==> src/rtl/table_walker_pkg.sv <==
// Shared types for the descriptor-table walker: entry layout, entry size and FSM states.
package table_walker_pkg;

  localparam int TE_BYTES   = 16;
  localparam int WORD_BYTES = 8;

  // Bit order is {hi word, lo word}; lo lives at the lower memory address.
  typedef struct packed {
    logic [63:0] hi;
    logic [63:0] lo;
  } table_entry_t;

  typedef enum logic [2:0] {
    S_IDLE    = 3'd0,
    S_REQ_LO  = 3'd1,
    S_WAIT_LO = 3'd2,
    S_REQ_HI  = 3'd3,
    S_WAIT_HI = 3'd4,
    S_EMIT    = 3'd5,
    S_FINISH  = 3'd6
  } tw_state_e;

endpackage

==> src/rtl/table_walker.sv <==
// Walks a table of 128-bit descriptors, fetching each as two 64-bit reads and
// pushing it into the downstream object buffer one entry per five cycles at most.
module table_walker
  import table_walker_pkg::*;
#(
  parameter int ADDR_W = 32,
  parameter int CNT_W  = 16
) (
  input  logic              clk,
  input  logic              reset,
  input  logic              start,
  input  logic [ADDR_W-1:0] table_base,
  input  logic [CNT_W-1:0]  num_entries,
  output logic              busy,
  output logic              done,
  output logic [CNT_W-1:0]  emitted,
  output logic              mem_req_valid,
  input  logic              mem_req_ready,
  output logic [ADDR_W-1:0] mem_req_addr,
  input  logic              mem_resp_valid,
  input  logic [63:0]       mem_resp_data,
  input  logic              buffer_full,
  output table_entry_t      new_entry,
  output logic              entry_valid
);

  tw_state_e         state_q, state_d;
  logic [ADDR_W-1:0] base_q, base_d;
  logic [CNT_W-1:0]  count_q, count_d;
  logic [CNT_W-1:0]  idx_q, idx_d;
  logic [CNT_W-1:0]  emitted_q, emitted_d;
  logic [63:0]       lo_q, lo_d;
  logic [63:0]       hi_q, hi_d;
  table_entry_t      last_q, last_d;
  logic              emit_s;
  logic              more_s;
  logic [ADDR_W-1:0] entry_addr_s;

  assign entry_addr_s = base_q + (ADDR_W'(idx_q) * ADDR_W'(TE_BYTES));
  assign more_s       = (({1'b0, idx_q} + (CNT_W+1)'(1)) < {1'b0, count_q});

  // Next-state and datapath update logic.
  always_comb begin
    state_d   = state_q;
    base_d    = base_q;
    count_d   = count_q;
    idx_d     = idx_q;
    emitted_d = emitted_q;
    lo_d      = lo_q;
    hi_d      = hi_q;
    last_d    = last_q;
    emit_s    = 1'b0;
    case (state_q)
      S_IDLE: begin
        if (start) begin
          idx_d     = {CNT_W{1'b0}};
          emitted_d = {CNT_W{1'b0}};
          if (num_entries != {CNT_W{1'b0}}) begin
            base_d  = {table_base[ADDR_W-1:3], 3'b000};
            count_d = num_entries;
            state_d = S_REQ_LO;
          end else begin
            state_d = S_FINISH;
          end
        end else begin
          state_d = S_IDLE;
        end
      end
      S_REQ_LO: begin
        if (mem_req_ready) state_d = S_WAIT_LO;
        else               state_d = S_REQ_LO;
      end
      S_WAIT_LO: begin
        if (mem_resp_valid) begin
          lo_d    = mem_resp_data;
          state_d = S_REQ_HI;
        end else begin
          state_d = S_WAIT_LO;
        end
      end
      S_REQ_HI: begin
        if (mem_req_ready) state_d = S_WAIT_HI;
        else               state_d = S_REQ_HI;
      end
      S_WAIT_HI: begin
        if (mem_resp_valid) begin
          hi_d    = mem_resp_data;
          state_d = S_EMIT;
        end else begin
          state_d = S_WAIT_HI;
        end
      end
      S_EMIT: begin
        // The >=4-cycle gap between writes means buffer_full already reflects the last push.
        if (!buffer_full) begin
          emit_s    = 1'b1;
          last_d    = {hi_q, lo_q};
          emitted_d = emitted_q + CNT_W'(1);
          idx_d     = idx_q + CNT_W'(1);
          state_d   = more_s ? S_REQ_LO : S_FINISH;
        end else begin
          state_d = S_EMIT;
        end
      end
      S_FINISH: state_d = S_IDLE;
      default:  state_d = S_IDLE;
    endcase
  end

  // State and datapath registers.
  always_ff @(posedge clk or posedge reset) begin
    if (reset) begin
      state_q   <= S_IDLE;
      base_q    <= {ADDR_W{1'b0}};
      count_q   <= {CNT_W{1'b0}};
      idx_q     <= {CNT_W{1'b0}};
      emitted_q <= {CNT_W{1'b0}};
      lo_q      <= 64'd0;
      hi_q      <= 64'd0;
      last_q    <= '0;
    end else begin
      state_q   <= state_d;
      base_q    <= base_d;
      count_q   <= count_d;
      idx_q     <= idx_d;
      emitted_q <= emitted_d;
      lo_q      <= lo_d;
      hi_q      <= hi_d;
      last_q    <= last_d;
    end
  end

  assign busy          = (state_q != S_IDLE);
  assign done          = (state_q == S_FINISH);
  assign emitted       = emitted_q;
  assign mem_req_valid = (state_q == S_REQ_LO) || (state_q == S_REQ_HI);
  assign mem_req_addr  = entry_addr_s +
                         ((state_q == S_REQ_HI) ? ADDR_W'(WORD_BYTES) : {ADDR_W{1'b0}});
  assign entry_valid   = emit_s;
  assign new_entry     = emit_s ? table_entry_t'({hi_q, lo_q}) : last_q;

endmodule

==> config.mk <==
export PLATFORM = sky130hd
export DESIGN_NAME = table_walker
export DESIGN_NICKNAME = d
export VERILOG_FILES = /design/src/rtl/table_walker_pkg.sv /design/src/rtl/table_walker.sv
export SDC_FILE = /design/constraint.sdc
export NUM_CORES = 1
export LEC_CHECK = 0
export ABC_AREA = 1
export CAP_MARGIN = 20
export CORE_UTILIZATION = 52
export DETAILED_ROUTE_END_ITERATION = 16
export PLACE_DENSITY = 0.76
export SYNTH_ARGS = -nofsm -noshare
export SYNTH_HDL_FRONTEND = slang
export SYNTH_SLANG_ARGS = --single-unit
==> constraint.sdc <==
create_clock -name clk -period 15.5 [get_ports clk]
set_clock_uncertainty 0.1 [all_clocks]
set_input_delay 2.325 -clock clk [delete_from_list [all_inputs] [get_ports clk]]
set_output_delay 2.325 -clock clk [all_outputs]
set_load 0.01 [all_outputs]
==> results.sh, run 1 <==
export IMPL_crit_family="buffers and inverters"
export IMPL_finalCriticalPeriod_ns=8.28
export IMPL_grt_pass1_vias=12077
export IMPL_nets=2195
export IMPL_postRouteWirelength_mm=37.7
export IMPL_dp_slack_ns=7.00
export IMPL_pwr_share_seq=0.381
export IMPL_dpl_hpwl_mm=25.9
export IMPL_dr_pass1_iters=6
export IMPL_slowest_delay_ns=0.71
export IMPL_clkPwrFrac=0.239
export IMPL_reg2reg_slack_ns=12.21
export IMPL_track_usage=0.257
export IMPL_slew_headroom=0.333
export IMPL_p_int_w=0.00245
export IMPL_finalWeightedCongestion=0.936
export IMPL_synth_ff_type="dfrtp_1"
export IMPL_tns_ns=0
export IMPL_crit_path_start="buffer_full"
export IMPL_cp_buffers_inverters=6
export IMPL_p_leak_nw=9.46
export IMPL_clock_path_buffers=3
export IMPL_worstPathArrival_ns=5.85
export IMPL_critPathMaxFanout=100
export IMPL_grt_overflow_total=0
export IMPL_insertion_delay_ns=0.52
export IMPL_worstHoldStart="last_q[74]$_DFFE_PP0P_"
export IMPL_cts_setup_buffers=0
export IMPL_peakVddDrop_mv=0.144
export IMPL_max_cap_violations=0
export IMPL_synth_area_leaders="dfrtp_1, nand2_1, o21ai_0"
export IMPL_grt_max_degree=116
export IMPL_worst_pin_slew_ns=1.00
export IMPL_worst_hold_slack_ns=0.368
export IMPL_drcViolationCount=0
export IMPL_status="complete, no violations"
export IMPL_top_level_ports=298
export IMPL_fill_cells=2227
export IMPL_chipHeight_um=172
export IMPL_min_path_type="flip-flop to flip-flop"
export IMPL_synthDistinctLibCells=42
export IMPL_crit_chain="clkdlybuf4s50_1 -> nor2_4 -> inv_6 -> buf_4 -> buf_16 -> buf_4 -> o21ai_1 -> clkdlybuf4s50_1"
export IMPL_netlist_area_sq_um=15100
export IMPL_criticalPathCategory="input pin to output port"
export IMPL_avgSynthCellArea_sq_um=8.52
export IMPL_holdBufCountCts=0
export IMPL_ys_warnings_count=0
export IMPL_rsz0062_at_grt="false"
export IMPL_fp_coreArea_sq_um=28200
export IMPL_numCtsBuffers=37
export IMPL_yosysMostFrequentCell="nand2_1"
export IMPL_yosysSeqAreaShare=0.557
export IMPL_die_x_um=172
export IMPL_r2r_start="state_q[2]$_DFF_PP0_"
export IMPL_min_to="last_q[74]$_DFFE_PP0P_"
export IMPL_fin_ws_ns=7.22
export IMPL_synthArstFlopShare=1.00
export IMPL_r2r_end="last_q[31]$_DFFE_PP0P_"
export IMPL_antenna_found_initial=2
export IMPL_endpoint_kind="output port"
export IMPL_path_clk_slew_ns=0.06
export IMPL_slowest_stage="nor2_4"
export IMPL_timing_final_crit_share=0.534
export IMPL_grt_pass1_wl_mm=60.3
export IMPL_initial_core_util=0.536
export IMPL_std_cell_rows=61
export IMPL_synthToLayoutAreaGrowth_pct=29.0
export IMPL_cp_start_kind="input pin"
export IMPL_max_freq_mhz=121
export IMPL_slew_viol_final=0
export IMPL_worstRegToRegCells=7
export IMPL_cts_tree="done"
export IMPL_cts_root_buffer_cell="clkbuf_16"
export IMPL_htreeDepth=2
export IMPL_antenna_left=0
export IMPL_p_comb_frac=0.379
export IMPL_synthTopCellsByCount="nand2_1, dfrtp_1, inv_1"
export IMPL_synthCells=1771
export IMPL_vias=12392
export IMPL_worstPathRequired_ns=13.07
export IMPL_drt_iter0_markers=802
export IMPL_vias_per_cell=5.06
export IMPL_p_sw_w=0.00125
export IMPL_sw_frac_of_total=0.338
export IMPL_yosysTopAreaCell="dfrtp_1"
export IMPL_cts_resized_gates=0
export IMPL_synth_edf_count=0
export IMPL_portBuffers=291
export IMPL_finalHoldViolCount=0
export IMPL_synth_seq_cells=336
export IMPL_layout_drive_gt1_share=0.0420
export IMPL_wl_per_cell_um=15.4
export IMPL_die_area_sq_um=29700
export IMPL_multiInputGateArea_sq_um=5440
export IMPL_finalSetupViolCount=0
export IMPL_clock_sinks=336
export IMPL_min_path_cells=2
export IMPL_p_per_area_nw_per_um2=190
export IMPL_synth_top_cell_area_share=0.557
export IMPL_seq_area_sq_um=8410
## cell type report
| cell class | count | share of cell area |
|---|---|---|
| diodes | 1 | 0.000129 |
| inverters | 222 | 0.0435 |
| clock buffers | 53 | 0.0533 |
| well taps | 378 | 0.0243 |
| repair buffers | 303 | 0.157 |
| multi-input cells | 1142 | 0.279 |
| clock inverters | 13 | 0.00984 |
| flip-flops and latches | 336 | 0.432 |
## registers in the layout (all words and copies together) (netlist names)
register  count
emitted      16
hi_q         64
last_q      128
base_q       29
count_q      16
lo_q         64
state_q       3
idx_q        16
## metal layers
layer,GRT usage,up-vias,wire [um]
met5,0,-,13
met4,0.0785,2,914
met3,0.0824,63,3340
met2,0.405,374,17300
met1,0.338,5815,16200
li1,-,6138,-
## worst min-delay path, cell delays in order (launching register included)
cell,delay (ns)
dfrtp_1,0.32
nand2_1,0.05
nand2_1,0.07
## worst max-delay path by stage
stage                              to  slack [ns]  depth (start not counted)
2_1_floorplan  base_q[10]$_DFFE_PP0P_        3.77                          1
3_3_place_gp            new_entry[81]        7.03                          8
3_5_place_dp            new_entry[81]        7.00                          8
4_1_cts                 new_entry[76]        6.97                          8
5_1_grt                 new_entry[81]        6.99                          8
6_report                new_entry[81]        7.22                          8
## placed cells by master, fill, tap and decap left out, types with 5 or more instances in the layout
cell             netlist  final
clkbuf_16              0     38
nor2_1                69     69
buf_4                  6      9
nand3_1               40     40
clkdlybuf4s50_1        0    291
nor3_1                10     10
clkinv_2               0      7
o21ai_1              115    115
inv_1                218    217
a21oi_1               32     32
nand4_1               15     15
ha_1                  34     34
nand2_1              584    584
a21o_1                 5      5
o21ai_0              166    166
dfrtp_1              336    336
xor2_1                25     25
xnor2_1                5      5
clkbuf_1              21     12
## kinds of logic after synthesis
kind of cell	share of synthesized area
DFF	0.557
AOI/OAI and AO/OA	0.115
other	0.000249
xor gates and xnor gates	0.0174
buffers and inverters	0.0837
and+or+nand+nor	0.197
adders and majority gates	0.0295
## stage by stage
step	utilization	instance area, sq um	total power (W)	std cells
detailed placement	0.644	18100	0.00282	2378
finish	0.691	19500	0.00370	2448
CTS	0.688	19400	0.00373	2444
global placement	0.644	18100	0.00277	2378
floorplan	-	15100	0.00213	1773
global route	0.691	19500	0.00395	2448
## power by group through the flow
stage	combinational [W]	sequential (W)	clock, W
after detailed placement	0.00139	0.00142	0
after CTS	0.00141	0.00141	0.000903
after floorplan	0.000738	0.00139	0
after global routing	0.00156	0.00145	0.000933
after global placement	0.00136	0.00141	0
final	0.00140	0.00141	0.000886
Note: power is estimated with default switching activity, not from simulation.
==> inputs of run 2 (changes only) <==
Clock period 15.5 ns to 8.4 ns, I/O delays scaled along.
==> results.sh, run 2 (same netlist as run 1, synthesis figures left out) <==
export IMPL_dpl_hpwl_mm=25.6
export IMPL_clock_path_buffers=3
export IMPL_die_x_um=172
export IMPL_holdBufCountCts=0
export IMPL_insertion_delay_ns=0.52
export IMPL_worstPathArrival_ns=4.50
export IMPL_std_cell_rows=61
export IMPL_cts_tree="done"
export IMPL_cts_setup_buffers=0
export IMPL_peakVddDrop_mv=0.253
export IMPL_min_to="hi_q[10]$_DFFE_PP0P_"
export IMPL_cp_start_kind="input pin"
export IMPL_crit_chain="clkdlybuf4s50_1 -> nor2_4 -> inv_6 -> buf_4 -> o21ai_1 -> clkdlybuf4s50_1"
export IMPL_die_area_sq_um=29700
export IMPL_slew_headroom=0.332
export IMPL_reg2reg_slack_ns=5.42
export IMPL_min_path_type="flip-flop to flip-flop"
export IMPL_r2r_start="state_q[1]$_DFF_PP0_"
export IMPL_crit_family="buffers and inverters"
export IMPL_largest_register_ffs=128
export IMPL_worstRegToRegCells=7
export IMPL_utilization=0.688
export IMPL_layout_drive_gt1_share=0.0388
export IMPL_grt_max_degree=184
export IMPL_max_cap_violations=0
export IMPL_drt_iter0_markers=853
export IMPL_mostFrequentLayoutCells="nand2_1, dfrtp_1, clkdlybuf4s50_1"
export IMPL_vias=12398
export IMPL_nets=2192
export IMPL_drcViolationCount=0
export IMPL_wl_per_cell_um=15.3
export IMPL_slowest_stage="nor2_4"
export IMPL_cts_resized_gates=0
export IMPL_track_usage=0.255
export IMPL_endpoint_kind="output port"
export IMPL_regMostFlops="last_q"
export IMPL_antenna_found_initial=3
export IMPL_finalCriticalPeriod_ns=5.86
export IMPL_reg_top3="last_q x128, hi_q x64, lo_q x64"
export IMPL_grt_overflow_total=0
export IMPL_chipHeight_um=172
export IMPL_p_per_area_nw_per_um2=350
export IMPL_portBuffers=291
export IMPL_tns_ns=0
export IMPL_rsz0062_at_grt="false"
export IMPL_initial_core_util=0.536
export IMPL_postRouteWirelength_mm=37.4
export IMPL_worst_pin_slew_ns=1.00
export IMPL_clock_sinks=336
export IMPL_vias_per_cell=5.08
export IMPL_grt_pass1_wl_mm=59.9
export IMPL_synthToLayoutAreaGrowth_pct=28.5
export IMPL_finalSetupViolCount=0
export IMPL_grt_pass1_vias=12142
export IMPL_worstPathRequired_ns=7.04
export IMPL_r2r_end="last_q[94]$_DFFE_PP0P_"
export IMPL_timing_final_crit_share=0.697
export IMPL_fin_area_sq_um=19400
export IMPL_cts_root_buffer_cell="clkbuf_16"
export IMPL_path_clk_slew_ns=0.05
export IMPL_antenna_left=0
export IMPL_place_area_sq_um=18100
export IMPL_htreeDepth=2
export IMPL_min_path_cells=2
export IMPL_cp_buffers_inverters=4
export IMPL_fp_coreArea_sq_um=28200
export IMPL_slowest_delay_ns=0.74
export IMPL_p_leak_nw=9.41
export IMPL_finalHoldViolCount=0
export IMPL_status="complete, no violations"
export IMPL_max_freq_mhz=171
export IMPL_crit_top_cell="clkdlybuf4s50_1"
export IMPL_critPathMaxFanout=128
export IMPL_slew_viol_final=0
export IMPL_worstHoldStart="hi_q[10]$_DFFE_PP0P_"
export IMPL_final_common_cell="nand2_1"
export IMPL_finalWeightedCongestion=0.907
export IMPL_top_level_ports=298
export IMPL_criticalPathCategory="input pin to output port"
export IMPL_numCtsBuffers=37
export IMPL_dr_pass1_iters=5
==> run 2: cell types whose count changed in the layout (fill, tap and decap cells not counted), moves of 2 or more <==
cell	before	now
buf_4	9	7
clkbuf_8	3	7
clkinv_2	7	0
buf_16	3	1
bufinv_16	4	2
==> run 2: through the flow <==
stage          setup WS (ns)  hold slack, ns  total power, W  std cells
6_report                2.54           0.369         0.00678       2441
5_1_grt                 2.43           0.398         0.00724       2440
4_1_cts                 2.59           0.373         0.00684       2439
3_5_place_dp            2.65           0.359         0.00519       2377
3_3_place_gp            2.67           0.351         0.00511       2377
2_1_floorplan           2.55           0.342         0.00392       1773
==> run 2: how the worst max path moves through the flow <==
stage / endpoint / from / cells after the start / slack, ns
final: new_entry[94] / buffer_full / 6 / 2.54
after global routing: new_entry[57] / buffer_full / 6 / 2.43
after CTS: new_entry[94] / buffer_full / 6 / 2.59
after detailed placement: new_entry[57] / buffer_full / 6 / 2.65
after global placement: new_entry[61] / buffer_full / 6 / 2.67
after floorplan: base_q[10]$_DFFE_PP0P_ / reset / 1 / 2.55
==> run 2: final cells by class <==
| class | instances | area, sq um |
|---|---|---|
| sequential | 336 | 8410 |
| fill | 2264 | 8790 |
| inverter | 222 | 842 |
| multi-input combinational | 1142 | 5440 |
| antenna | 1 | 2.50 |
| timing repair buffer | 300 | 3010 |
| clock buffer | 57 | 1090 |
| tap | 378 | 473 |
| clock inverter | 5 | 105 |
==> run 2: worst reg2reg max path, stage by stage (launching register included) <==
cell,delay [ns]
dfrtp_1,0.39
inv_1,0.14
nand3_2,0.14
nor2_4,0.71
inv_6,0.53
buf_4,0.50
nand2_1,0.18
o21ai_1,0.13
==> run 2: where the power goes <==
part / total (W) / leakage (nW) / internal (W) / switching, W
registers: 0.00260 / 4.13 / 0.00235 / 0.000256
logic: 0.00258 / 4.70 / 0.00118 / 0.00140
clock network: 0.00160 / 0.582 / 0.000960 / 0.000638
total: 0.00678 / 9.41 / 0.00449 / 0.00229
==> run 2: metal layers <==
layer  global-route usage  vias up  part of all wire
met5                    0        -           0.00029
met4               0.0777        2             0.023
met3               0.0824       61             0.086
met2                0.416      333              0.47
met1                0.324     5871              0.42
li1                     -     6131                 -
==> inputs of run 3 (changes only) <==
Settings changed: CORE_UTILIZATION 52 to 47, PLACE_DENSITY 0.76 to 0.73.
Clock period 8.4 ns to 5.3 ns, I/O delays scaled along.
==> results.sh, run 3 (same netlist as run 1, synthesis figures left out) <==
export IMPL_antennaDiodeCount=0
export IMPL_cts_setup_buffers=0
export IMPL_die_x_um=181
export IMPL_fin_area_sq_um=19600
export IMPL_final_common_cell="nand2_1"
export IMPL_die_area_sq_um=32800
export IMPL_worst_pin_slew_ns=0.919
export IMPL_r2r_start="idx_q[0]$_DFFE_PP0P_"
export IMPL_min_path_cells=2
export IMPL_fill_cells=2744
export IMPL_chipHeight_um=181
export IMPL_finalHoldViolCount=0
export IMPL_grt_overflow_total=0
export IMPL_worstPathRequired_ns=4.41
export IMPL_initial_core_util=0.478
export IMPL_insertion_delay_ns=0.51
export IMPL_drcViolationCount=0
export IMPL_portBuffers=291
export IMPL_clock_sinks=336
export IMPL_reg_top3="last_q x128, hi_q x64, lo_q x64"
export IMPL_antenna_found_initial=1
export IMPL_grt_pass1_wl_mm=62.4
export IMPL_rsz0062_at_grt="false"
export IMPL_top_level_ports=298
export IMPL_finalWeightedCongestion=0.860
export IMPL_antenna_left=0
export IMPL_std_cell_rows=65
export IMPL_largest_register_ffs=128
export IMPL_track_usage=0.234
export IMPL_numCtsBuffers=38
export IMPL_min_path_type="flip-flop to flip-flop"
export IMPL_p_leak_nw=9.51
export IMPL_dr_pass1_iters=5
export IMPL_fp_coreArea_sq_um=31600
export IMPL_max_freq_mhz=215
export IMPL_min_to="hi_q[6]$_DFFE_PP0P_"
export IMPL_holdBufCountCts=0
export IMPL_slowest_stage="clkdlybuf4s50_1"
export IMPL_status="complete, no violations"
export IMPL_finalCriticalPeriod_ns=4.65
export IMPL_worstRegToRegCells=15
export IMPL_cts_resized_gates=0
export IMPL_worst_hold_slack_ns=0.367
export IMPL_critPathMaxFanout=6
export IMPL_dpl_hpwl_mm=26.1
export IMPL_layout_drive_gt1_share=0.0448
export IMPL_max_cap_violations=0
export IMPL_clock_path_buffers=3
export IMPL_slew_headroom=0.386
export IMPL_timing_final_crit_share=0.877
export IMPL_grt_max_degree=130
export IMPL_path_clk_slew_ns=0.06
export IMPL_slew_viol_final=0
export IMPL_criticalPathCategory="flip-flop to output port"
export IMPL_cts_tree="done"
export IMPL_peakVddDrop_mv=0.420
export IMPL_synthToLayoutAreaGrowth_pct=29.9
export IMPL_cts_root_buffer_cell="clkbuf_16"
export IMPL_cp_start_kind="flip-flop"
export IMPL_endpoint_kind="output port"
export IMPL_place_area_sq_um=18300
export IMPL_nets=2199
export IMPL_wl_per_cell_um=15.3
export IMPL_crit_chain="nor2_1 -> inv_1 -> nor2_1 -> ha_1 -> inv_1 -> fa_1 -> o21ai_2 -> nand2_1 -> nand2_1 -> nand2_1 -> nand3_1 -> nand2_1 -> nand2_1 -> nand2_1 -> nand2_1 -> clkdlybuf4s50_1"
export IMPL_mostFrequentLayoutCells="nand2_1, dfrtp_1, clkdlybuf4s50_1"
export IMPL_p_per_area_nw_per_um2=557
export IMPL_crit_top_cell="nand2_1"
export IMPL_worstPathArrival_ns=3.75
export IMPL_postRouteWirelength_mm=37.8
export IMPL_htreeDepth=2
export IMPL_slowest_delay_ns=0.54
export IMPL_reg2reg_slack_ns=2.58
export IMPL_regMostFlops="last_q"
export IMPL_worstHoldStart="hi_q[6]$_DFFE_PP0P_"
export IMPL_r2r_end="state_q[1]$_DFF_PP0_"
export IMPL_grt_pass1_vias=12346
export IMPL_vias=12399
export IMPL_drt_iter0_markers=721
export IMPL_vias_per_cell=5.01
export IMPL_finalSetupViolCount=0
export IMPL_total_power_w=0.0109
## run 3: cell type report
cell class | count | area, sq um | share of cell area
clock buffers | 58 | 1120 | 0.0570
clock inverters | 11 | 174 | 0.00887
inverters | 222 | 842 | 0.0430
multi-input cells | 1142 | 5440 | 0.278
flip-flops and latches | 336 | 8410 | 0.429
well taps | 402 | 503 | 0.0257
repair buffers | 306 | 3110 | 0.159
## run 3: how the worst max path moves through the flow
| stage | from | endpoint | slack, ns |
|---|---|---|---|
| floorplan | reset | base_q[10]$_DFFE_PP0P_ | -0.09 |
| global placement | buffer_full | new_entry[119] | 1.14 |
| detailed placement | buffer_full | new_entry[119] | 1.08 |
| CTS | state_q[2]$_DFF_PP0_ | mem_req_addr[21] | 0.62 |
| global route | state_q[2]$_DFF_PP0_ | mem_req_addr[21] | 0.42 |
| finish | state_q[2]$_DFF_PP0_ | mem_req_addr[21] | 0.65 |
## run 3: power breakdown
group | switching [W] | leakage [nW] | internal (W)
Combinational | 0.00223 | 4.75 | 0.00189
Clock | 0.00102 | 0.636 | 0.00166
Sequential | 0.000403 | 4.13 | 0.00372
Total | 0.00365 | 9.51 | 0.00726
## run 3: stage by stage
| step | cells | utilization | TNS (ns) | worst slack (ns) |
|---|---|---|---|---|
| final | 2477 | 0.621 | 0 | 0.652 |
| after global routing | 2477 | 0.621 | 0 | 0.421 |
| after CTS | 2477 | 0.621 | 0 | 0.616 |
| after detailed placement | 2408 | 0.580 | 0 | 1.08 |
| after global placement | 2407 | 0.579 | 0 | 1.14 |
| after floorplan | 1773 | - | -28.76 | -0.0856 |
## run 3: worst max-delay path, delay by kind of cell, from the launching register on
| kind | cells | cell delay (ns) |
|---|---|---|
| simple gates | 10 | 1.13 |
| buf+inv | 3 | 0.68 |
| fa+ha+maj | 2 | 0.67 |
| flops | 1 | 0.47 |
| compound gates | 1 | 0.29 |
## run 3: layer usage
| layer | global-route usage | wire length [um] | up-vias |
|---|---|---|---|
| li1 | - | - | 6143 |
| met1 | 0.311 | 16500 | 5834 |
| met2 | 0.377 | 17300 | 367 |
| met3 | 0.0703 | 3260 | 53 |
| met4 | 0.0556 | 749 | 2 |
| met5 | 0 | 13 | - |
